[src/rtl/hs_arb_pkg.sv]
// Shared types and defaults for the handshake round-robin arbiter.
//   state_t    : output-register occupancy (EMPTY / FULL)
//   N_REQ_DEF  : default requester count
//   DATA_W_DEF : default payload width
package hs_arb_pkg;

  localparam int N_REQ_DEF  = 4;
  localparam int DATA_W_DEF = 8;

  typedef enum logic {
    EMPTY = 1'b0,
    FULL  = 1'b1
  } state_t;

endpackage

[src/rtl/hs_rr_picker.sv]
// Round-robin grant search: first set bit of req, starting at rr_ptr and
// wrapping from N_REQ-1 back to 0. Purely combinational.
//   req     : request vector (one bit per requester)
//   rr_ptr  : search start index
//   gnt_vld : some request is set
//   gnt_idx : winning requester index (0 when gnt_vld=0)
module hs_rr_picker
  import hs_arb_pkg::*;
#(
  parameter int N_REQ = N_REQ_DEF,
  parameter int SW    = $clog2(N_REQ)
) (
  input  logic [N_REQ-1:0] req,
  input  logic [SW-1:0]    rr_ptr,
  output logic             gnt_vld,
  output logic [SW-1:0]    gnt_idx
);

  // Scan offsets from the far end down so the nearest offset from rr_ptr
  // is the last assignment and therefore wins.
  always_comb begin
    int j;
    gnt_vld = 1'b0;
    gnt_idx = '0;
    j       = 0;
    for (int k = N_REQ - 1; k >= 0; k--) begin
      j = int'(rr_ptr) + k;
      if (j >= N_REQ) j = j - N_REQ;
      if (req[j[SW-1:0]]) begin
        gnt_vld = 1'b1;
        gnt_idx = j[SW-1:0];
      end
    end
  end

endmodule

[src/rtl/hs_rr_arbiter.sv]
// N_REQ-way valid/ready round-robin arbiter feeding a single registered
// output beat. Full throughput: a held beat can be replaced in the same
// cycle it is consumed.
//   clk          : clock, rising edge
//   rst_n        : asynchronous reset, active HIGH (legacy name)
//   in_valid_i   : per-requester valid
//   in_data_i    : per-requester payload, requester i at [i*DATA_W +: DATA_W]
//   in_ready_o   : per-requester ready, one-hot or zero
//   out_valid_o  : registered downstream valid
//   out_data_o   : registered downstream payload
//   out_src_o    : requester index that sourced out_data_o
//   out_ready_i  : downstream ready
// Build option: define HS_ARB_HIPRI_EN to give requester 0 absolute
// priority; its wins leave the round-robin pointer untouched.
module hs_rr_arbiter
  import hs_arb_pkg::*;
#(
  parameter int N_REQ  = N_REQ_DEF,
  parameter int DATA_W = DATA_W_DEF
) (
  input  logic                      clk,
  input  logic                      rst_n,
  input  logic [N_REQ-1:0]          in_valid_i,
  input  logic [N_REQ*DATA_W-1:0]   in_data_i,
  output logic [N_REQ-1:0]          in_ready_o,
  output logic                      out_valid_o,
  output logic [DATA_W-1:0]         out_data_o,
  output logic [$clog2(N_REQ)-1:0]  out_src_o,
  input  logic                      out_ready_i
);

  localparam int SW = $clog2(N_REQ);

  state_t                       state, state_nxt;
  logic [SW-1:0]                rr_ptr, pick_idx, gnt_idx;
  logic                         pick_vld, gnt_vld, can_accept, xfer, ptr_adv;
  logic [N_REQ-1:0][DATA_W-1:0] data_arr;

  assign data_arr = in_data_i;

  hs_rr_picker #(.N_REQ(N_REQ), .SW(SW)) u_picker (
    .req     (in_valid_i),
    .rr_ptr  (rr_ptr),
    .gnt_vld (pick_vld),
    .gnt_idx (pick_idx)
  );

  assign gnt_vld = pick_vld;
`ifdef HS_ARB_HIPRI_EN
  assign gnt_idx = in_valid_i[0] ? '0 : pick_idx;
  assign ptr_adv = xfer && !in_valid_i[0];
`else
  assign gnt_idx = pick_idx;
  assign ptr_adv = xfer;
`endif

  // in_ready is combinational, so reset must gate it explicitly: the
  // registers alone would leave EMPTY advertising readiness during reset.
  assign can_accept = !rst_n && ((state == EMPTY) || out_ready_i);
  assign xfer       = gnt_vld && can_accept;
  assign in_ready_o = xfer ? ({{(N_REQ-1){1'b0}}, 1'b1} << gnt_idx) : '0;
  assign out_valid_o = (state == FULL);

  always_comb begin
    state_nxt = state;
    case (state)
      EMPTY: if (xfer) state_nxt = FULL;
      FULL:  if (out_ready_i && !xfer) state_nxt = EMPTY;
    endcase
  end

  always_ff @(posedge clk or posedge rst_n) begin
    if (rst_n) begin
      state      <= EMPTY;
      out_data_o <= '0;
      out_src_o  <= '0;
      rr_ptr     <= '0;
    end else begin
      state <= state_nxt;
      if (xfer) begin
        out_data_o <= data_arr[gnt_idx];
        out_src_o  <= gnt_idx;
      end
      if (ptr_adv)
        rr_ptr <= (gnt_idx == SW'(N_REQ - 1)) ? '0 : gnt_idx + 1'b1;
    end
  end

endmodule

[config.mk]
export PLATFORM = sky130hd
export DESIGN_NAME = hs_rr_arbiter
export DESIGN_NICKNAME = d
export VERILOG_FILES = /design/src/rtl/hs_arb_pkg.sv /design/src/rtl/hs_rr_picker.sv /design/src/rtl/hs_rr_arbiter.sv
export SDC_FILE = /design/constraint.sdc
export NUM_CORES = 1
export LEC_CHECK = 0
export CAP_MARGIN = 20
export CORE_MARGIN = 4
export CORE_UTILIZATION = 34
export DETAILED_ROUTE_END_ITERATION = 10
export PLACE_DENSITY = 0.73
export SLEW_MARGIN = 15
export SYNTH_ARGS = -nofsm -noshare
export SYNTH_HDL_FRONTEND = slang
export SYNTH_SLANG_ARGS = --single-unit
export TNS_END_PERCENT = 20
[constraint.sdc]
create_clock -name clk -period 2.8 [get_ports clk]
set_clock_uncertainty 0.15 [all_clocks]
set_input_delay 0.56 -clock clk [delete_from_list [all_inputs] [get_ports clk]]
set_output_delay 0.56 -clock clk [all_outputs]
set_load 0.03 [all_outputs]
=== Word level (Yosys, flattened, before mapping) ===
Index checks and enable logic that the tools add are counted.

* Bits in registers: 13
* Bits in latches: 0
* Bits in writable memories: 0
* Bits in read-only memories: 0
* Input bits: 39
* Word-level logic and storage cells: 57
* Memories: 0

* Add/subtract/negate cells: 8
* Multipliers: 0
* Div/mod/pow operators: 0
* Order comparisons: 9
* Eq/ne operators: 1
* Shift-type cells: 1
* Mux-type cells: 27
* Bitwise gates (word level): 1
* Reduce and logical (&&, ||, !) cells: 6

{| class="wikitable"
|+ Operator list
! cell !! number
|-
| 2-to-1 mux 2 bit || 9
|-
| binary-select mux 8 bit (select 2 bit) || 1
|-
| < comparator 2 x 3 -> 1 bit, second input constant || 5
|-
| 2-to-1 mux 1 bit || 10
|-
| >= comparator 3 bit, second input constant || 3
|-
| binary-select mux 1 bit (select 2 bit) || 4
|-
| 2-to-1 mux 8 bit || 1
|-
| subtractor 2 x 1 -> 2 bit, second input constant || 4
|-
| adder 2 x 2 -> 3 bit, second input constant || 2
|-
| 2-to-1 mux 4 bit || 1
|-
| << shifter 1 x 2 -> 4 bit, first input constant || 1
|-
| adder 2 x 1 -> 3 bit, second input constant || 1
|-
| >= comparator 2 x 3 -> 1 bit, second input constant || 1
|-
| logical AND 1 bit || 3
|-
| adder 2 x 1 -> 2 bit, second input constant || 1
|-
| == test 2 bit, second input constant || 1
|-
| zero test 1 bit || 2
|-
| case mux 1 bit (2 select lines) || 1
|-
| logical OR 1 bit || 1
|-
| inverter 1 bit || 1
|}

=== Logic depth before layout (Yosys ltp) ===
Gate-level depths: netlist of run 1.

* Depth after elaboration: 14
* Depth in mapped cells: 8
* Depth with buffers taken out: 7

=== Cells and area by module ===
From an unflattened synthesis of run 1, not the netlist that was laid out.

* Cell total of the unflattened synthesis: 66
* Area, all modules: 865.8 um2

{| class="wikitable"
|+ By module, submodules not included
! module !! instances !! cells each !! area an instance (um2) !! seq. area each (um2)
|-
| hs_rr_arbiter || 1 || 53 || 788.3 || 325.3
|-
| hs_rr_picker || 1 || 13 || 77.6 || 0.0
|}

=== Worst setup path before layout of run 1 ===
OpenSTA, ideal clock, no wires.

* Kind: input to output
* Start: input in_valid_i[2]
* End: output in_ready_o[0]
* Arrival: 1.999 ns
* Required time: 2.090 ns
* Path slack: 0.091 ns
* Cell stages on the path: 6
* Path through: nor2b_1 > nor4_2 > nor2_4 > buf_8 > inv_1 > nor3_1

* Longest elaborated chain between the ends: 8

{| class="wikitable"
|+ RTL lines
! what !! line !! text
|-
| start, declared || hs_rr_arbiter.sv:23 || <nowiki>input logic [N_REQ-1:0] in_valid_i,</nowiki>
|-
| binary-select mux 1 bit (select 2 bit) || hs_rr_picker.sv:29 || <nowiki>if (req[j[SW-1:0]]) begin</nowiki>
|-
| 2-to-1 mux 1 bit (not written as such) || hs_rr_picker.sv:29 ||
|-
| 2-to-1 mux 2 bit or 2-to-1 mux 1 bit (tied branches) (4 in a row) || hs_rr_picker.sv:29 ||
|-
| << shifter 1 x 2 -> 4 bit or logical AND 1 bit (tied branches) || hs_rr_arbiter.sv:61, hs_rr_arbiter.sv:60 ||
|-
| 2-to-1 mux 4 bit * || hs_rr_arbiter.sv:61 || <nowiki>assign in_ready_o = xfer ? ({{(N_REQ-1){1'b0}}, 1'b1} << gnt_idx) : '0;</nowiki>
|-
| end, declared || hs_rr_arbiter.sv:25 || <nowiki>output logic [N_REQ-1:0] in_ready_o,</nowiki>
|}

Mark *: on every way between the ends. The rest lies on a longest branch, timed or not. The select of a mux whose other input is x is not followed.

=== Worst setup path after layout of run 1 ===
* Start: input in_valid_i[2]
* End: output in_ready_o[3]

Same word-level chain as after synthesis.

==> results of run 1 <==
==> worst reg2reg max path, cell delays in order (launching register included) <==
cell and delay [ns]:
sky130_fd_sc_hd__dfrtp_1 0.36, sky130_fd_sc_hd__and2b_2 0.25, sky130_fd_sc_hd__a211o_1 0.30, sky130_fd_sc_hd__nand2b_1 0.12, sky130_fd_sc_hd__inv_2 0.06, sky130_fd_sc_hd__buf_4 0.13, sky130_fd_sc_hd__nand2_1 0.24, sky130_fd_sc_hd__o221ai_1 0.17
==> flip-flops by register name (all words and copies together), names as in the netlist <==
name / cells
rr_ptr: 2
out_valid_o: 1
out_data_o: 8
out_src_o: 2
==> routing by layer <==
metal | wire length [um] | share of wire, % | up-vias | global-route usage (%)
met4 | 0 | 0 | 0 | 5.96
met3 | 213 | 7.5 | 0 | 5.26
met1 | 1100 | 39 | 439 | 20.1
met2 | 1530 | 54 | 28 | 30.3
met5 | 0 | 0 | - | 0
li1 | - | - | 456 | -
==> worst max path at each step <==
stage,depth (start not counted),endpoint
floorplan,6,in_ready_o[0]
global placement,7,in_ready_o[1]
detailed placement,9,in_ready_o[3]
CTS,8,in_ready_o[3]
global route,8,in_ready_o[3]
finish,8,in_ready_o[3]
==> power groups by stage <==
stage | Combinational, mW | Clock, mW | Sequential (mW)
floorplan | 0.323 | 0 | 0.435
finish | 0.739 | 0.123 | 0.313
detailed placement | 0.743 | 0 | 0.315
global route | 0.794 | 0.129 | 0.323
global placement | 0.730 | 0 | 0.313
CTS | 0.748 | 0.124 | 0.313
==> through the flow <==
stage	setup slack, ns	hold WS (ns)	TNS [ns]	instances
6_report	0.105	0.349	0	182
3_5_place_dp	-0.110	0.311	-0.344	178
5_1_grt	0.0196	0.378	0	182
4_1_cts	0.0938	0.348	0	182
2_1_floorplan	0.0911	0.287	0	87
3_3_place_gp	-0.0454	0.312	-0.129	178
==> layout make-up <==
type	instances	area (um^2)	area share, %
inverters	3	11.3	0.744
multi-input cells	69	522	34.5
clock buffers	4	26.3	1.74
repair buffers	63	591	39.0
well taps	30	37.5	2.48
flip-flops and latches	13	325	21.5
==> Yosys cell counts, types with 2 or more instances <==
cell                        count  area share [%]
sky130_fd_sc_hd__and2b_1        2             1.7
sky130_fd_sc_hd__dfrtp_1       13              37
sky130_fd_sc_hd__inv_1          2            0.86
sky130_fd_sc_hd__mux2i_1       14              16
sky130_fd_sc_hd__nand2_1       18             7.8
sky130_fd_sc_hd__nor2b_1        2             1.4
sky130_fd_sc_hd__nor3_1         2             1.2
sky130_fd_sc_hd__o2111ai_1      2             2.0
sky130_fd_sc_hd__o21ai_0        2             1.2
sky130_fd_sc_hd__o221ai_1       7             7.1
==> cells in the final DEF (no fill, tap or decap), drive strengths merged, types with 2 or more instances in the layout <==
cell type,count
clkdlybuf4s50,45
nand2,18
mux2i,14
buf,14
dfrtp,13
o221ai,7
dlygate4sd2,4
clkbuf,4
inv,3
nor3,3
and2b,3
nor2,3
o21ai,2
o2111ai,2
nor2b,2
nor4,2
==> kinds of logic (layout without fill, tap and decap cells) <==
group	after synthesis	after routing	synth area share, %
buf+inv	5	70	3.60
flops	13	13	37.5
simple gates	37	37	25.8
mux	14	14	16.1
compound gates	17	17	15.6
fa+ha+maj	1	1	1.44
==> what timing repair did <==
action | in CTS | in global routing
setup endpoints to repair | 4 | 0
hold endpoints to repair | 0 | 0
resized for setup | 7 | 0
==> results.py, run 1 <==
metrics = {
    "pwr": {
        "clkPwrFrac_pct": 10.5,
        "vdd_ir_drop_max_uv": 600,
        "swShare_pct": 42.9,
        "comb_power_share_pct": 62.9,
        "power.total_mw": 1.17,
        "sequentialPowerShare_pct": 26.6,
        "switching_power_mw": 0.503,
        "power_report.internal_total_mw": 0.671,
        "power.density_cell_area_nw_per_um2": 777,
        "leakage_nw": 0.691,
    },
    "drt": {
        "vias_per_cell": 5.07,
        "drt-initial-drc-count": 14,
        "via_count": 923,
        "route.detailed.drc": 0,
        "wire_per_inst_um": 15.6,
        "postRouteWirelength_mm": 2.84,
        "drt_first_pass_iters": 3,
        "antenna_left": 0,
    },
    "final_layout": {
        "drive_gt1_share_pct": 17.8,
        "share_of_the_core_filled_with_cells_in_the_final_layout_pct": 61.6,
        "areaGrowthSynthToFinish_pct": 74.2,
        "insertedDiodeCount": 0,
        "final.fill_count": 229,
        "layout.nets": 193,
        "postLayoutCellArea_um2": 1510,
    },
    "grt": {
        "gr-usage-all-layers_pct": 17.4,
        "via_count_of_the_first_global_routing_pass": 1010,
        "grt_antenna_before_repair": 0,
        "grt_start_max_net_pins": 17,
        "grt_first_pass_wirelength_mm": 4.59,
        "overall_overflow_remaining_after_global_route": 0,
    },
    "clock_network": {
        "clock_sink_count": 13,
        "worst_skew_pair.late_latency_ns": 0.27,
        "cts_made_buffers": 3,
        "cts_setup_buffers": 0,
        "clk_root_buffer_cell": "sky130_fd_sc_hd__clkbuf_4",
        "clkSlewWorstSetupHoldPaths_ns": 0.08,
        "cts_buffer_depth": 2,
        "tritoncts_clock_tree": "yes",
        "cts.htree.levels": 1,
        "cts.hold.buffers_added": 0,
    },
    "synth": {
        "ys.flop_type": "sky130_fd_sc_hd__dfrtp_1",
        "synth.avg_cell_area_um2": 9.98,
        "synth_edf_count": 0,
        "syn_nets": 127,
        "yosys_register_bits": 13,
        "cell_area_after_synthesis_um2": 868,
        "synth_cell_type_count": 33,
        "synth.yosys.seq_area_share_pct": 37.5,
        "yosys_warnings": 0,
        "synthArstFlopShare_pct": 100,
        "post_synth_inst_count": 87,
    },
    "worst_hold_path": {
        "hold_end": "out_src_o[1]",
        "hold_depth": 2,
        "min-delay-start": "out_src_o[1]",
        "hp-class": "flop to flop",
    },
    "critical_path": {
        "critPathSlowestCell": "sky130_fd_sc_hd__a211o_1",
        "r2r_cells": 7,
        "worst_endpoint_required_time_ns": 2.09,
        "worst_ep_arrival_time_ns": 1.98,
        "cp.buffers_inverters": 3,
        "worstSetupStartpoint": "in_valid_i[2]",
        "critPathLaunchType": "input port",
        "timing.critical_path.fanout_max": 3,
        "critical_path.max_stage_delay_ns": 0.29,
        "critical-path-top-delay-family": "simple AND/OR/NAND/NOR gates",
        "worstPathCellList": "dlygate4sd2_1, and2b_2, a211o_1, nand2b_1, inv_2, ha_1, and2_1, buf_4",
        "endpoint_kind": "output port",
        "critical_path_class": "input port to output port",
        "regToRegEndpoint": "out_data_o[7]",
        "rr_startpoint": "rr_ptr[0]",
        "worst-r2r-setup-slack_ns": 0.90,
    },
    "place": {
        "dp.final_hpwl_mm": 2.34,
        "postPlaceCellArea_um2": 1480,
        "weighted_congestion_at_the_end_of_routability_driven_global_placement": 0.863,
        "port_buffer_count": 53,
    },
    "floorplanning": {
        "dieWidth_um": 58.5,
        "floorplan.rows": 18,
        "core_area_um2": 2450,
        "initial_utilization_pct": 35.4,
        "fp.dieH_um": 58.5,
        "total_die_area_um2": 3430,
        "boundaryPins": 54,
    },
    "timing": {
        "worst_pin_slew_ns": 0.528,
        "rsz0062_at_grt": "false",
        "final_max_slew_viol_count": 0,
        "max-slew-margin-rel_pct": 64.8,
        "finalCriticalPeriod_ns": 2.69,
        "maxClockFrequency_ghz": 0.371,
        "period_share_pct": 96.2,
        "finalSetupViolations": 0,
        "timing_hold_violations_final": 0,
    },
    "status": {
        "result_of_the_run": "complete, no violations",
    },
    "flow_run": {
        "max_cap_viol_count": 0,
    },
}
Note: power is estimated with default switching activity, not from simulation.
==> run 2: changes to the inputs <==
--- a/config.mk
+++ b/config.mk
@@ -6,10 +6,12 @@
 export NUM_CORES = 1
 export LEC_CHECK = 0
 export CAP_MARGIN = 20
+export CELL_PAD_IN_SITES_DETAIL_PLACEMENT = 0
+export CELL_PAD_IN_SITES_GLOBAL_PLACEMENT = 1
 export CORE_MARGIN = 4
-export CORE_UTILIZATION = 34
+export CORE_UTILIZATION = 26
 export DETAILED_ROUTE_END_ITERATION = 10
-export PLACE_DENSITY = 0.73
+export PLACE_DENSITY = 0.78
 export SLEW_MARGIN = 15
 export SYNTH_ARGS = -nofsm -noshare
 export SYNTH_HDL_FRONTEND = slang
==> results.py, run 2 (synthesis gave the netlist of run 1 again) <==
metrics = {
    "critical_path": {
        "cp.buffers_inverters": 3,
        "critical_path.max_stage_delay_ns": 0.34,
        "worst_ep_arrival_time_ns": 1.96,
        "critPathLaunchType": "input port",
        "worst_endpoint_required_time_ns": 2.09,
        "critPathSlowestCell": "sky130_fd_sc_hd__nor4b_4",
        "worstPathCellList": "dlygate4sd2_1, and2b_4, nor4b_4, nor2_4, inv_1, ha_1, and2_1, buf_4",
        "endpoint_kind": "output port",
        "critical_path_class": "input port to output port",
        "critical-path-top-delay-family": "simple AND/OR/NAND/NOR gates",
        "timing.critical_path.fanout_max": 4,
    },
    "place": {
        "postPlaceCellArea_um2": 1500,
        "place_ws_ns": -0.0998,
        "dp.final_hpwl_mm": 2.31,
        "weighted_congestion_at_the_end_of_routability_driven_global_placement": 0.753,
        "port_buffer_count": 53,
    },
    "worst_hold_path": {
        "hp-class": "flop to flop",
    },
    "status": {
        "result_of_the_run": "complete, no violations",
    },
    "timing": {
        "rsz0062_at_grt": "false",
        "worst_pin_slew_ns": 0.510,
        "period_share_pct": 95.2,
        "timing_hold_violations_final": 0,
        "finalSetupViolations": 0,
        "maxClockFrequency_ghz": 0.375,
        "finalCriticalPeriod_ns": 2.67,
        "max-slew-margin-rel_pct": 66.0,
        "holdWs_ns": 0.340,
        "final.setup.worst_slack_ns": 0.135,
        "final_max_slew_viol_count": 0,
    },
    "drt": {
        "antenna_left": 0,
        "route.detailed.drc": 0,
        "wire_per_inst_um": 14.5,
        "via_count": 940,
        "drt_first_pass_iters": 4,
        "drt-initial-drc-count": 24,
        "postRouteWirelength_mm": 2.85,
        "vias_per_cell": 4.77,
    },
    "final_layout": {
        "largest_register_ff_count": 8,
        "mostFrequentLayoutCell": "sky130_fd_sc_hd__clkdlybuf4s50_1",
        "layout.nets": 194,
        "largest_registers": "out_data_o x8, out_src_o x2, rr_ptr x2",
        "register_with_the_most_flip_flops": "out_data_o",
        "areaGrowthSynthToFinish_pct": 76.9,
        "final_cell_mix": "sky130_fd_sc_hd__clkdlybuf4s50_1 (45), sky130_fd_sc_hd__nand2_1 (18), sky130_fd_sc_hd__buf_4 (15), sky130_fd_sc_hd__mux2i_1 (14), sky130_fd_sc_hd__dfrtp_1 (13)",
        "drive_gt1_share_pct": 18.3,
        "postLayoutCellArea_um2": 1540,
        "insertedDiodeCount": 0,
    },
    "floorplanning": {
        "core_area_um2": 3130,
        "initial_utilization_pct": 27.8,
        "fp.dieH_um": 65.8,
        "total_die_area_um2": 4330,
        "boundaryPins": 54,
        "dieWidth_um": 65.8,
        "floorplan.rows": 20,
    },
    "clock_network": {
        "clk_root_buffer_cell": "sky130_fd_sc_hd__clkbuf_4",
        "cts.hold.buffers_added": 0,
        "worst_skew_pair.late_latency_ns": 0.28,
        "cts.htree.levels": 1,
        "clkSlewWorstSetupHoldPaths_ns": 0.08,
        "clock_sink_count": 13,
        "cts_buffer_depth": 2,
        "cts_made_buffers": 3,
        "tritoncts_clock_tree": "yes",
    },
    "grt": {
        "grt_first_pass_wirelength_mm": 4.44,
        "overall_overflow_remaining_after_global_route": 0,
        "via_count_of_the_first_global_routing_pass": 970,
        "grt_antenna_before_repair": 0,
        "gr-usage-all-layers_pct": 13.5,
        "grt_start_max_net_pins": 17,
    },
    "flow_run": {
        "max_cap_viol_count": 0,
    },
    "pwr": {
        "leakage_nw": 0.697,
        "power.density_cell_area_nw_per_um2": 755,
        "vdd_ir_drop_max_uv": 270,
    },
}
run 2: changes by cell type in the layout (fill, tap and decap cells not counted):
| cell | before | now |
|---|---|---|
| sky130_fd_sc_hd__buf_4 | 14 | 15 |
| sky130_fd_sc_hd__nor2b_4 | 0 | 1 |
| sky130_fd_sc_hd__nor3_4 | 1 | 0 |
| sky130_fd_sc_hd__nor3_2 | 0 | 1 |
| sky130_fd_sc_hd__nor2b_2 | 1 | 0 |
run 2: where the power goes:
part	switching (mW)	internal, mW	total (mW)
logic	0.381	0.349	0.730
registers	0.0443	0.263	0.307
clock network	0.0680	0.0553	0.123
run 2: final timing paths:
| kind | from | to | slack (ns) | depth (start not counted) |
|---|---|---|---|---|
| worst max-delay path | in_valid_i[3] | in_ready_o[3] | 0.13 | 8 |
| worst min-delay path | out_data_o[2] | out_data_o[2] | 0.34 | 2 |
| worst max register to register | rr_ptr[0] | out_data_o[5] | 0.92 | 7 |
| worst min register to register | out_data_o[2] | out_data_o[2] | 0.34 | 2 |
| max in group asynchronous | rst_n | out_src_o[1] | 1.61 | 2 |
| min in group asynchronous | rst_n | out_valid_o | 0.54 | 2 |
run 2: tightest hold or removal path, cell delays in order (launching register included):
cell and delay (ns):
sky130_fd_sc_hd__dfrtp_1 0.34, sky130_fd_sc_hd__nand2_1 0.05, sky130_fd_sc_hd__o221ai_1 0.06
run 2: stage by stage:
stage	std cells	setup TNS, ns	total power [mW]	utilization [%]
CTS	197	0	1.17	49.1
floorplan	87	0	0.757	-
finish	197	0	1.16	49.1
global route	197	0	1.23	49.1
global placement	192	-0.0483	1.04	47.9
detailed placement	192	-0.171	1.05	47.9
run 2: layer usage:
layer / part of all wire [%] / up-vias / track usage [%]
li1: - / 458 / -
met1: 41 / 435 / 15.6
met2: 48 / 42 / 23.4
met3: 8.3 / 5 / 2.72
met4: 2.1 / 0 / 6.99
met5: 0 / - / 0
run 2: repair_timing:
item | CTS | global route
buffers inserted | 1 | 0
gates resized for setup | 7 | 0
setup endpoints to repair | 3 | 0
run 2: cell type report:
cell class / count / area [um^2]
Fill cell: 290 / 1590
Timing Repair Buffer: 64 / 598
Multi-Input combinational cell: 69 / 520
Sequential cell: 13 / 325
Tap cell: 44 / 55.1
Clock buffer: 4 / 26.3
Inverter: 3 / 11.3
==> run 3: changes to the inputs <==
--- a/config.mk
+++ b/config.mk
@@ -5,6 +5,7 @@
 export SDC_FILE = /design/constraint.sdc
 export NUM_CORES = 1
 export LEC_CHECK = 0
+export ABC_CLOCK_PERIOD_IN_PS = 2800
 export CAP_MARGIN = 20
 export CELL_PAD_IN_SITES_DETAIL_PLACEMENT = 0
 export CELL_PAD_IN_SITES_GLOBAL_PLACEMENT = 1
==> results of run 3 <==
Final layout, timing and power as in run 2 (identical DEF).
